===== src/rtl/ifetch_if.sv =====
// Fetch-controller bus bundle: PC register loop, instruction-memory request/response,
// redirect input and the decode-side handshake.
interface ifetch_if;
    logic [31:0] current_pc;
    logic [31:0] next_pc;
    logic        imem_req_valid;
    logic        imem_req_ready;
    logic [31:0] imem_req_addr;
    logic        imem_rsp_valid;
    logic [31:0] imem_rsp_data;
    logic        redirect_valid;
    logic [31:0] redirect_pc;
    logic        if_valid;
    logic        if_ready;
    logic [31:0] if_pc;
    logic [31:0] if_instr;

    modport master (
        input  current_pc, imem_req_ready, imem_rsp_valid, imem_rsp_data,
               redirect_valid, redirect_pc, if_ready,
        output next_pc, imem_req_valid, imem_req_addr, if_valid, if_pc, if_instr
    );

    modport slave (
        output current_pc, imem_req_ready, imem_rsp_valid, imem_rsp_data,
               redirect_valid, redirect_pc, if_ready,
        input  next_pc, imem_req_valid, imem_req_addr, if_valid, if_pc, if_instr
    );
endinterface


===== src/rtl/ifetch_ctrl.sv =====
// In-order instruction-fetch controller: issues requests at current_pc, buffers returned
// words with their PCs, delivers them to decode and steers the PC register.
//
// state | meaning
// RUN   | no stale responses outstanding; responses fill the buffer
// DRAIN | drop_cnt > 0; responses from before a redirect are discarded
module ifetch_ctrl #(
    parameter int          DEPTH    = 2,
    parameter logic [31:0] RESET_PC = 32'h0000_0000
) (
    input logic      clk,
    input logic      reset,
    ifetch_if.master bus
);
    localparam int AW = $clog2(DEPTH);
    localparam int PW = AW + 1;
    localparam logic [PW:0] DEPTH_W = (PW+1)'(DEPTH);

    if (DEPTH < 2 || (DEPTH & (DEPTH - 1)) != 0) begin : g_bad_depth
        $error("DEPTH must be a power of two and at least 2");
    end
    if (RESET_PC[1:0] != 2'b00) begin : g_bad_reset_pc
        $error("RESET_PC must be word aligned");
    end

    typedef enum logic {RUN, DRAIN} mode_t;

    mode_t           mode;
    // Pointers carry one wrap bit so a fully allocated buffer is distinct from an empty one.
    logic [PW-1:0]   alloc_ptr, fill_ptr, head_ptr;
    logic [PW-1:0]   drop_cnt, drop_nxt;
    logic [PW-1:0]   count, unfilled;
    logic [31:0]     pc_q    [DEPTH];
    logic [31:0]     instr_q [DEPTH];
    logic [DEPTH-1:0] filled_q;
    logic            push, fill, pop;

    assign count    = alloc_ptr - head_ptr;
    assign unfilled = alloc_ptr - fill_ptr;

    assign bus.imem_req_valid = !reset && !bus.redirect_valid &&
                                (({1'b0, count} + {1'b0, drop_cnt}) < DEPTH_W);
    assign bus.imem_req_addr  = bus.current_pc;

    assign bus.if_valid = filled_q[head_ptr[AW-1:0]];
    assign bus.if_pc    = pc_q[head_ptr[AW-1:0]];
    assign bus.if_instr = instr_q[head_ptr[AW-1:0]];

    assign push = bus.imem_req_valid && bus.imem_req_ready;
    assign fill = bus.imem_rsp_valid && (mode == RUN) && !bus.redirect_valid;
    assign pop  = bus.if_valid && bus.if_ready;

    // A response arriving with the redirect is counted against the entries being abandoned.
    always_comb begin
        drop_nxt = drop_cnt;
        if (bus.redirect_valid)
            drop_nxt = drop_cnt + unfilled - {{(PW-1){1'b0}}, bus.imem_rsp_valid};
        else if (mode == DRAIN && bus.imem_rsp_valid)
            drop_nxt = drop_cnt - {{(PW-1){1'b0}}, 1'b1};
    end

    always_comb begin
        bus.next_pc = bus.current_pc;
        if (bus.redirect_valid)
            bus.next_pc = bus.redirect_pc & 32'hFFFF_FFFC;
        else if (push)
            bus.next_pc = bus.current_pc + 32'd4;
    end

    always_ff @(posedge clk or posedge reset) begin
        if (reset) begin
            mode      <= RUN;
            alloc_ptr <= '0;
            fill_ptr  <= '0;
            head_ptr  <= '0;
            drop_cnt  <= '0;
            filled_q  <= '0;
            for (int i = 0; i < DEPTH; i++) begin
                pc_q[i]    <= '0;
                instr_q[i] <= '0;
            end
        end else begin
            drop_cnt <= drop_nxt;
            mode     <= (drop_nxt != '0) ? DRAIN : RUN;
            if (bus.redirect_valid) begin
                alloc_ptr <= '0;
                fill_ptr  <= '0;
                head_ptr  <= '0;
                filled_q  <= '0;
            end else begin
                if (push) begin
                    pc_q[alloc_ptr[AW-1:0]]     <= bus.current_pc;
                    filled_q[alloc_ptr[AW-1:0]] <= 1'b0;
                    alloc_ptr                   <= alloc_ptr + 1'b1;
                end
                if (fill) begin
                    instr_q[fill_ptr[AW-1:0]]  <= bus.imem_rsp_data;
                    filled_q[fill_ptr[AW-1:0]] <= 1'b1;
                    fill_ptr                   <= fill_ptr + 1'b1;
                end
                if (pop) begin
                    filled_q[head_ptr[AW-1:0]] <= 1'b0;
                    head_ptr                   <= head_ptr + 1'b1;
                end
            end
        end
    end
endmodule

===== src/flat_wrapper.sv =====
// flat-port wrapper written by rule: the top's interface ports become plain ports
module ifetch_ctrl_flat 
#(
    parameter int          DEPTH    = 2,
    parameter logic [31:0] RESET_PC = 32'h0000_0000
)
  (clk, reset, bus_current_pc, bus_imem_req_ready, bus_imem_rsp_valid, bus_imem_rsp_data, bus_redirect_valid, bus_redirect_pc, bus_if_ready, bus_next_pc, bus_imem_req_valid, bus_imem_req_addr, bus_if_valid, bus_if_pc, bus_if_instr);
  ifetch_if bus_i ();
  input logic clk;
  input logic reset;
  input wire logic [$bits(bus_i.current_pc)-1:0] bus_current_pc;
  input wire logic [$bits(bus_i.imem_req_ready)-1:0] bus_imem_req_ready;
  input wire logic [$bits(bus_i.imem_rsp_valid)-1:0] bus_imem_rsp_valid;
  input wire logic [$bits(bus_i.imem_rsp_data)-1:0] bus_imem_rsp_data;
  input wire logic [$bits(bus_i.redirect_valid)-1:0] bus_redirect_valid;
  input wire logic [$bits(bus_i.redirect_pc)-1:0] bus_redirect_pc;
  input wire logic [$bits(bus_i.if_ready)-1:0] bus_if_ready;
  output wire logic [$bits(bus_i.next_pc)-1:0] bus_next_pc;
  output wire logic [$bits(bus_i.imem_req_valid)-1:0] bus_imem_req_valid;
  output wire logic [$bits(bus_i.imem_req_addr)-1:0] bus_imem_req_addr;
  output wire logic [$bits(bus_i.if_valid)-1:0] bus_if_valid;
  output wire logic [$bits(bus_i.if_pc)-1:0] bus_if_pc;
  output wire logic [$bits(bus_i.if_instr)-1:0] bus_if_instr;
  assign bus_i.current_pc = bus_current_pc;
  assign bus_i.imem_req_ready = bus_imem_req_ready;
  assign bus_i.imem_rsp_valid = bus_imem_rsp_valid;
  assign bus_i.imem_rsp_data = bus_imem_rsp_data;
  assign bus_i.redirect_valid = bus_redirect_valid;
  assign bus_i.redirect_pc = bus_redirect_pc;
  assign bus_i.if_ready = bus_if_ready;
  assign bus_next_pc = bus_i.next_pc;
  assign bus_imem_req_valid = bus_i.imem_req_valid;
  assign bus_imem_req_addr = bus_i.imem_req_addr;
  assign bus_if_valid = bus_i.if_valid;
  assign bus_if_pc = bus_i.if_pc;
  assign bus_if_instr = bus_i.if_instr;
  ifetch_ctrl #(.DEPTH(DEPTH), .RESET_PC(RESET_PC)) u_core (.clk(clk), .reset(reset), .bus(bus_i));
endmodule

===== config.mk =====
export PLATFORM = sky130hd
export DESIGN_NAME = ifetch_ctrl_flat
export DESIGN_NICKNAME = d
export VERILOG_FILES = /design/src/rtl/ifetch_if.sv /design/src/rtl/ifetch_ctrl.sv /design/src/flat_wrapper.sv
export SDC_FILE = /design/constraint.sdc
export NUM_CORES = 1
export LEC_CHECK = 0
export CORE_MARGIN = 2
export CORE_UTILIZATION = 51
export DETAILED_ROUTE_END_ITERATION = 10
export GPL_TIMING_DRIVEN = 0
export PLACE_DENSITY = 0.87
export SKIP_LAST_GASP = 1
export SLEW_MARGIN = 5
export SYNTH_ARGS = -nofsm -noshare
export SYNTH_HDL_FRONTEND = slang
export SYNTH_SLANG_ARGS = --single-unit
export TNS_END_PERCENT = 1

===== constraint.sdc =====
create_clock -name clk -period 13.13 [get_ports clk]
set_input_delay 3.939 -clock clk [delete_from_list [all_inputs] [get_ports clk]]
set_output_delay 3.939 -clock clk [all_outputs]
set_load 0.005 [all_outputs]

==> Word level (Yosys, flattened, before mapping) <==
Index checks and enable logic that the tools add are counted.
{ "totals": {"wordCells": 99, "reg_bits": 139} }
{ "classes": {"reduce_logical": 20, "n_addsub": 10, "order_cmp": 12, "n_bitwise": 10, "muxes": 37} }
{ "op_table": {"columns": ["op", "count"], "rows": [
  ["two-way mux 32 bit", 10],
  ["bitwise mux 64 bit", 2],
  ["demux 32 bit (select 1 bit)", 2],
  ["adder 32 x 3 -> 32 bit (second input constant)", 1],
  ["two-way mux 2 bit", 14],
  ["logical AND 1 bit", 12],
  ["nonzero test 2 bit", 4],
  ["adder 2 x 1 -> 2 bit (second input constant)", 3],
  [">= comparator 2 bit (second input constant)", 3],
  ["< comparator 1 x 2 -> 1 bit (second input constant)", 3],
  ["two-way mux 1 bit", 6],
  ["inverter 1 -> 2 bit", 3],
  ["bitwise AND 2 bit", 2],
  ["< comparator 2 x 1 -> 1 bit (second input constant)", 2],
  ["inverter 2 bit", 2],
  ["AND reduction 2 bit", 2],
  ["subtractor 2 bit", 2],
  ["adder 2 x 2 -> 3 bit", 1],
  ["demux 1 bit (select 1 bit)", 3],
  [">= comparator 1 bit (second input constant)", 3],
  ["< comparator 3 x 2 -> 1 bit (second input constant)", 1],
  ["adder 2 bit", 1],
  ["zero test 1 bit", 2],
  ["inverter 1 bit", 2],
  ["3 further kinds", 3]
]} }

==> Depth between registers and ports, before layout <==
{ "logic_depth": {"depth_word": 14, "depth_mapped": 11, "depth_no_buf": 11} }

==> Worst setup path after synthesis <==
OpenSTA, ideal clock, no wires.
{ "synth_path": {"kind": "in2out", "startpoint": "input port reset", "endpoint": "output port bus_next_pc[21]", "cell_stages": 6, "arrival_ns": 5.311, "required_time_ns": 9.191, "path_slack_ns": 3.880, "n_path_buf": 1, "cell_sequence": "nand4bb_4 -> or4_4 -> buf_6 -> nor3_2 -> xor2_1 -> mux2_2"} }
{ "synth_between": {"elab_chain_len": 6} }
{ "synth_lines": {"columns": ["element", "line_no", "rtl"], "rows": [
  ["start: declaration", "flat_wrapper.sv:10", "input logic reset;"],
  ["zero test 1 bit", "ifetch_ctrl.sv:41", "assign bus.imem_req_valid = !reset && !bus.redirect_valid &&"],
  ["logical AND 1 bit (2 in series)", "ifetch_ctrl.sv:41", null],
  ["logical AND 1 bit", "ifetch_ctrl.sv:49", "assign push = bus.imem_req_valid && bus.imem_req_ready;"],
  ["two-way mux 32 bit", "ifetch_ctrl.sv:66", "else if (push)"],
  ["two-way mux 32 bit", "ifetch_ctrl.sv:64", "if (bus.redirect_valid)"],
  ["end: declaration", "flat_wrapper.sv:18", "output wire logic [$bits(bus_i.next_pc)-1:0] bus_next_pc;"]
]} }
No other way between the ends.

==> Worst setup path in the final report <==
{ "layout_path": {"startpoint": "input port bus_current_pc[2]", "endpoint": "output port bus_next_pc[20]"} }
{ "layout_between": {"elab_chain_len": 3} }
{ "layout_lines": {"columns": ["element", "line_no", "rtl"], "rows": [
  ["start: declaration", "flat_wrapper.sv:11", "input wire logic [$bits(bus_i.current_pc)-1:0] bus_current_pc;"],
  ["adder 32 x 3 -> 32 bit", "ifetch_ctrl.sv:67", "bus.next_pc = bus.current_pc + 32'd4;"],
  ["two-way mux 32 bit", "ifetch_ctrl.sv:66", null],
  ["two-way mux 32 bit", "ifetch_ctrl.sv:64", null]
]} }
No other way between the ends.

==> results.yml <==
timing:
  report.final.slew_viol_count: 0
  slew_headroom_pct: 50.25
  rsz0062_at_grt: "no"
  fmax_mhz: 93.84
  setup_violations: 0
  finalCritPeriodShare_pct: 81.16
  finalSetupTns_ns: 0
  period_needed_ns: 10.66
  worst_pin_slew_ns: 0.7463
  fin_worst_skew_ns: 0.005823
  finalHoldViolCount: 0
finish:
  num-nets-final: 971
  areaGrowthSynthToFinish_pct: 42.07
  final_core_util_pct: 73.52
  multiInputGateArea_um2: 3538
  drive_above_1_share_pct: 32.57
  seqCellArea_um2: 3478
  nFillCells: 952
  final_cell_area_um2: 10560
synth:
  yosysSeqAreaShare_pct: 46.78
  synthCells: 617
  syn_avg_cell_area_um2: 12.05
  ys_warn_count: 0
  synth_area_um2: 7436
  synth_edf_count: 0
  synth_top_area_cell: "dfrtp_1"
  syn_nets: 725
  yosys_most_used_dff: "dfrtp_1"
  ys_seq_elements: 139
  synth.distinct_cells: 40
  async_flop_share_pct: 100.0
  yosys-top-cells-area: "dfrtp_1 47%, mux2_2 29%, buf_4 3.2%"
  yosysTopAreaCellShare_pct: 46.78
clock_network:
  cts_sinks: 139
  cts_setup_buffers: 0
  clkTransAtPathRegs_ns: 0.05
  cts.path.max_buffers: 2
  cts_max_level: 4
  cts_buffers: 17
  root_buffer: "clkbuf_16"
  insertion_delay_ns: 0.41
  cts_hold_buf: 0
  cts.repair.resized: 0
  cts_tree: "built"
power:
  p_int_mw: 1.416
  irDropWorstVdd_mv: 0.1469
  p_sw_share_pct: 27.25
  power.share.sequential_pct: 37.3
  pwr-share-clk_pct: 24.6
  leakage_nw: 4.522
  power_density_nw_per_um2: 184.3
  power_frac_comb_pct: 38.0
  switching_power_mw: 0.5306
detailed_routing:
  vias_per_cell: 5.410
  drtAntennaViolNets: 0
  wire_per_inst_um: 19.39
  firstDrtPassIters: 4
  drcViolationCount: 0
  routed-via-count: 5735
  routed_wl_mm: 20.55
  drt_iter0_markers: 225
place:
  hpwlAfterDp_mm: 15.52
  gp_congestion: 0.9258
  io_buffer_count: 226
  place_area_um2: 9961
setup_path:
  worstSetupEndpointType: "output port"
  critPathMaxStageDelay_ns: 0.65
  reg2reg_from: "u_core.alloc_ptr[0]"
  path_buf_inv: 2
  crit_path_top_delay_cell: "clkdlybuf4s50_1"
  start_kind: "input pin"
  cpMostUsedCell: "clkdlybuf4s50_1"
  worstPathArrival_ns: 6.72
  critical-path-top-delay-family: "buffers and inverters"
  crit_required_ns: 9.19
  critPathLaunch: "bus_current_pc[2]"
  crit_fanout: 7
  crit_type: "in2out"
  path_cells: "clkdlybuf4s50_1 > ha_1 > nand2_1 > nor4_1 > nand3_1 > xnor2_1 > o21ai_0 > clkdlybuf4s50_1"
global_route:
  grt_pass1_vias: 6173
  antenna_found_initial: 1
  grt-ovfl-total: 0
  grt_start_max_net_pins: 71
  grtUsageTotal_pct: 27.03
  grt_pass1_wl_mm: 32.79
floorplanning:
  io_pins: 232
  rows: 44
  fp.dieH_um: 124.8
  die_w_um: 124.8
  die_area_um2: 15560
  initial_core_util_pct: 51.75
  core_area_um2: 14370
hold_path:
  min_from: "u_core.pc_q[20]"
  hold_path.class: "reg2reg"
status:
  status: "completed"
flow_run:
  cap_violations: 0
cell families after synthesis:
logic type | share of synthesized area, %
flops | 46.78
buf+inv | 5.637
mux | 29.06
xor+xnor | 4.829
compound gates | 2.524
simple gates | 9.860
fa+ha+maj | 1.313
power by group through the flow:
stage / registers (mW) / clock network, mW / logic [mW]
after floorplan: 0.692 / 0 / 0.399
after global placement: 0.706 / 0 / 0.712
after detailed placement: 0.729 / 0 / 0.742
after CTS: 0.725 / 0.488 / 0.749
after global routing: 0.749 / 0.510 / 0.799
final: 0.727 / 0.480 / 0.740
layout by cell type (no fill, tap or decap), types with 5 or more instances in the layout:
cell             synthesis  layout
nor3_1                   5       5
buf_1                    8       8
clkbuf_1                 9       9
o21ai_0                 27      27
clkdlybuf4s50_1          0     226
nor2_1                  17      17
xor2_1                  15      15
nor3_2                   7       7
clkinv_2                 0       5
nand2_1                 53      53
buf_4                   32      32
xnor2_1                 26      26
mux2_2                 191     191
inv_1                    8       7
nand4_1                  8       8
o21ai_1                  5       5
dfrtp_1                139     139
nand3_1                 11      11
buf_2                   13      13
and4_1                   6       6
clkbuf_16                0      17
path summary, 6_finish.rpt:
kind,endpoint,slack (ns),cells after the start
max,bus_next_pc[20],2.47,8
min,u_core.pc_q[20],0.48,2
max reg2reg,u_core.pc_q[6],9.92,10
min reg2reg,u_core.pc_q[20],0.48,2
max in group asynchronous,u_core.pc_q[44],8.35,3
min in group asynchronous,u_core.filled_q[1],4.03,2
per-layer routing:
metal / up-vias / wire length (um) / global-route usage, %
met4: 0 / 469 / 10.84
met2: 250 / 10440 / 46.42
met3: 39 / 1829 / 9.880
met1: 2826 / 7811 / 30.53
li1: 2620 / - / -
met5: - / 0 / 0
sequential cells by signal, summed over array words and instances (netlist names):
register,flops
u_core.mode,1
u_core.filled_q,2
u_core.drop_cnt,2
u_core.alloc_ptr,2
u_core.head_ptr,2
u_core.instr_q,64
u_core.pc_q,64
u_core.fill_ptr,2
through the flow:
step | std cells | setup slack (ns) | total power, mW | hold slack [ns]
6_report | 1060 | 2.474 | 1.947 | 0.4778
5_1_grt | 1060 | 2.253 | 2.058 | 0.5122
4_1_cts | 1059 | 2.527 | 1.962 | 0.4846
3_5_place_dp | 1028 | 2.538 | 1.471 | 0.4701
3_3_place_gp | 1027 | 2.547 | 1.419 | 0.4561
2_1_floorplan | 617 | 3.880 | 1.091 | 0.4444
worst reg2reg max path: cells and delay by family (launching register included):
family / cells / cell delay (ns)
buffers and inverters: 3 / 0.70
adders and majority gates: 2 / 0.66
and+or+nand+nor: 2 / 0.58
DFF: 1 / 0.39
muxes: 1 / 0.39
xor gates and xnor gates: 2 / 0.37
cells in the mapped netlist, types with 4 or more instances:
| library cell | n |
|---|---|
| buf_1 | 8 |
| buf_2 | 13 |
| o21ai_0 | 27 |
| nor3_1 | 5 |
| inv_1 | 8 |
| mux2_2 | 191 |
| buf_4 | 32 |
| dfrtp_1 | 139 |
| o21ai_1 | 5 |
| nand2_1 | 53 |
| a21oi_1 | 4 |
| nand3_1 | 11 |
| and4_1 | 6 |
| nor2_1 | 17 |
| nand4_1 | 8 |
| nor3_2 | 7 |
| nor2b_1 | 4 |
| clkbuf_1 | 9 |
| xnor2_1 | 26 |
| xor2_1 | 15 |
area by class of cell:
cell class	instances	share of cell area (%)
antenna	1	0.02369
clock inverter	12	1.398
timing repair buffer	227	21.67
clock buffer	19	4.288
multi-input combinational	405	33.50
tap	184	2.179
inverter	9	0.3672
sequential	139	32.93
buffer	64	3.648
(Power assumes the default switching activity.)
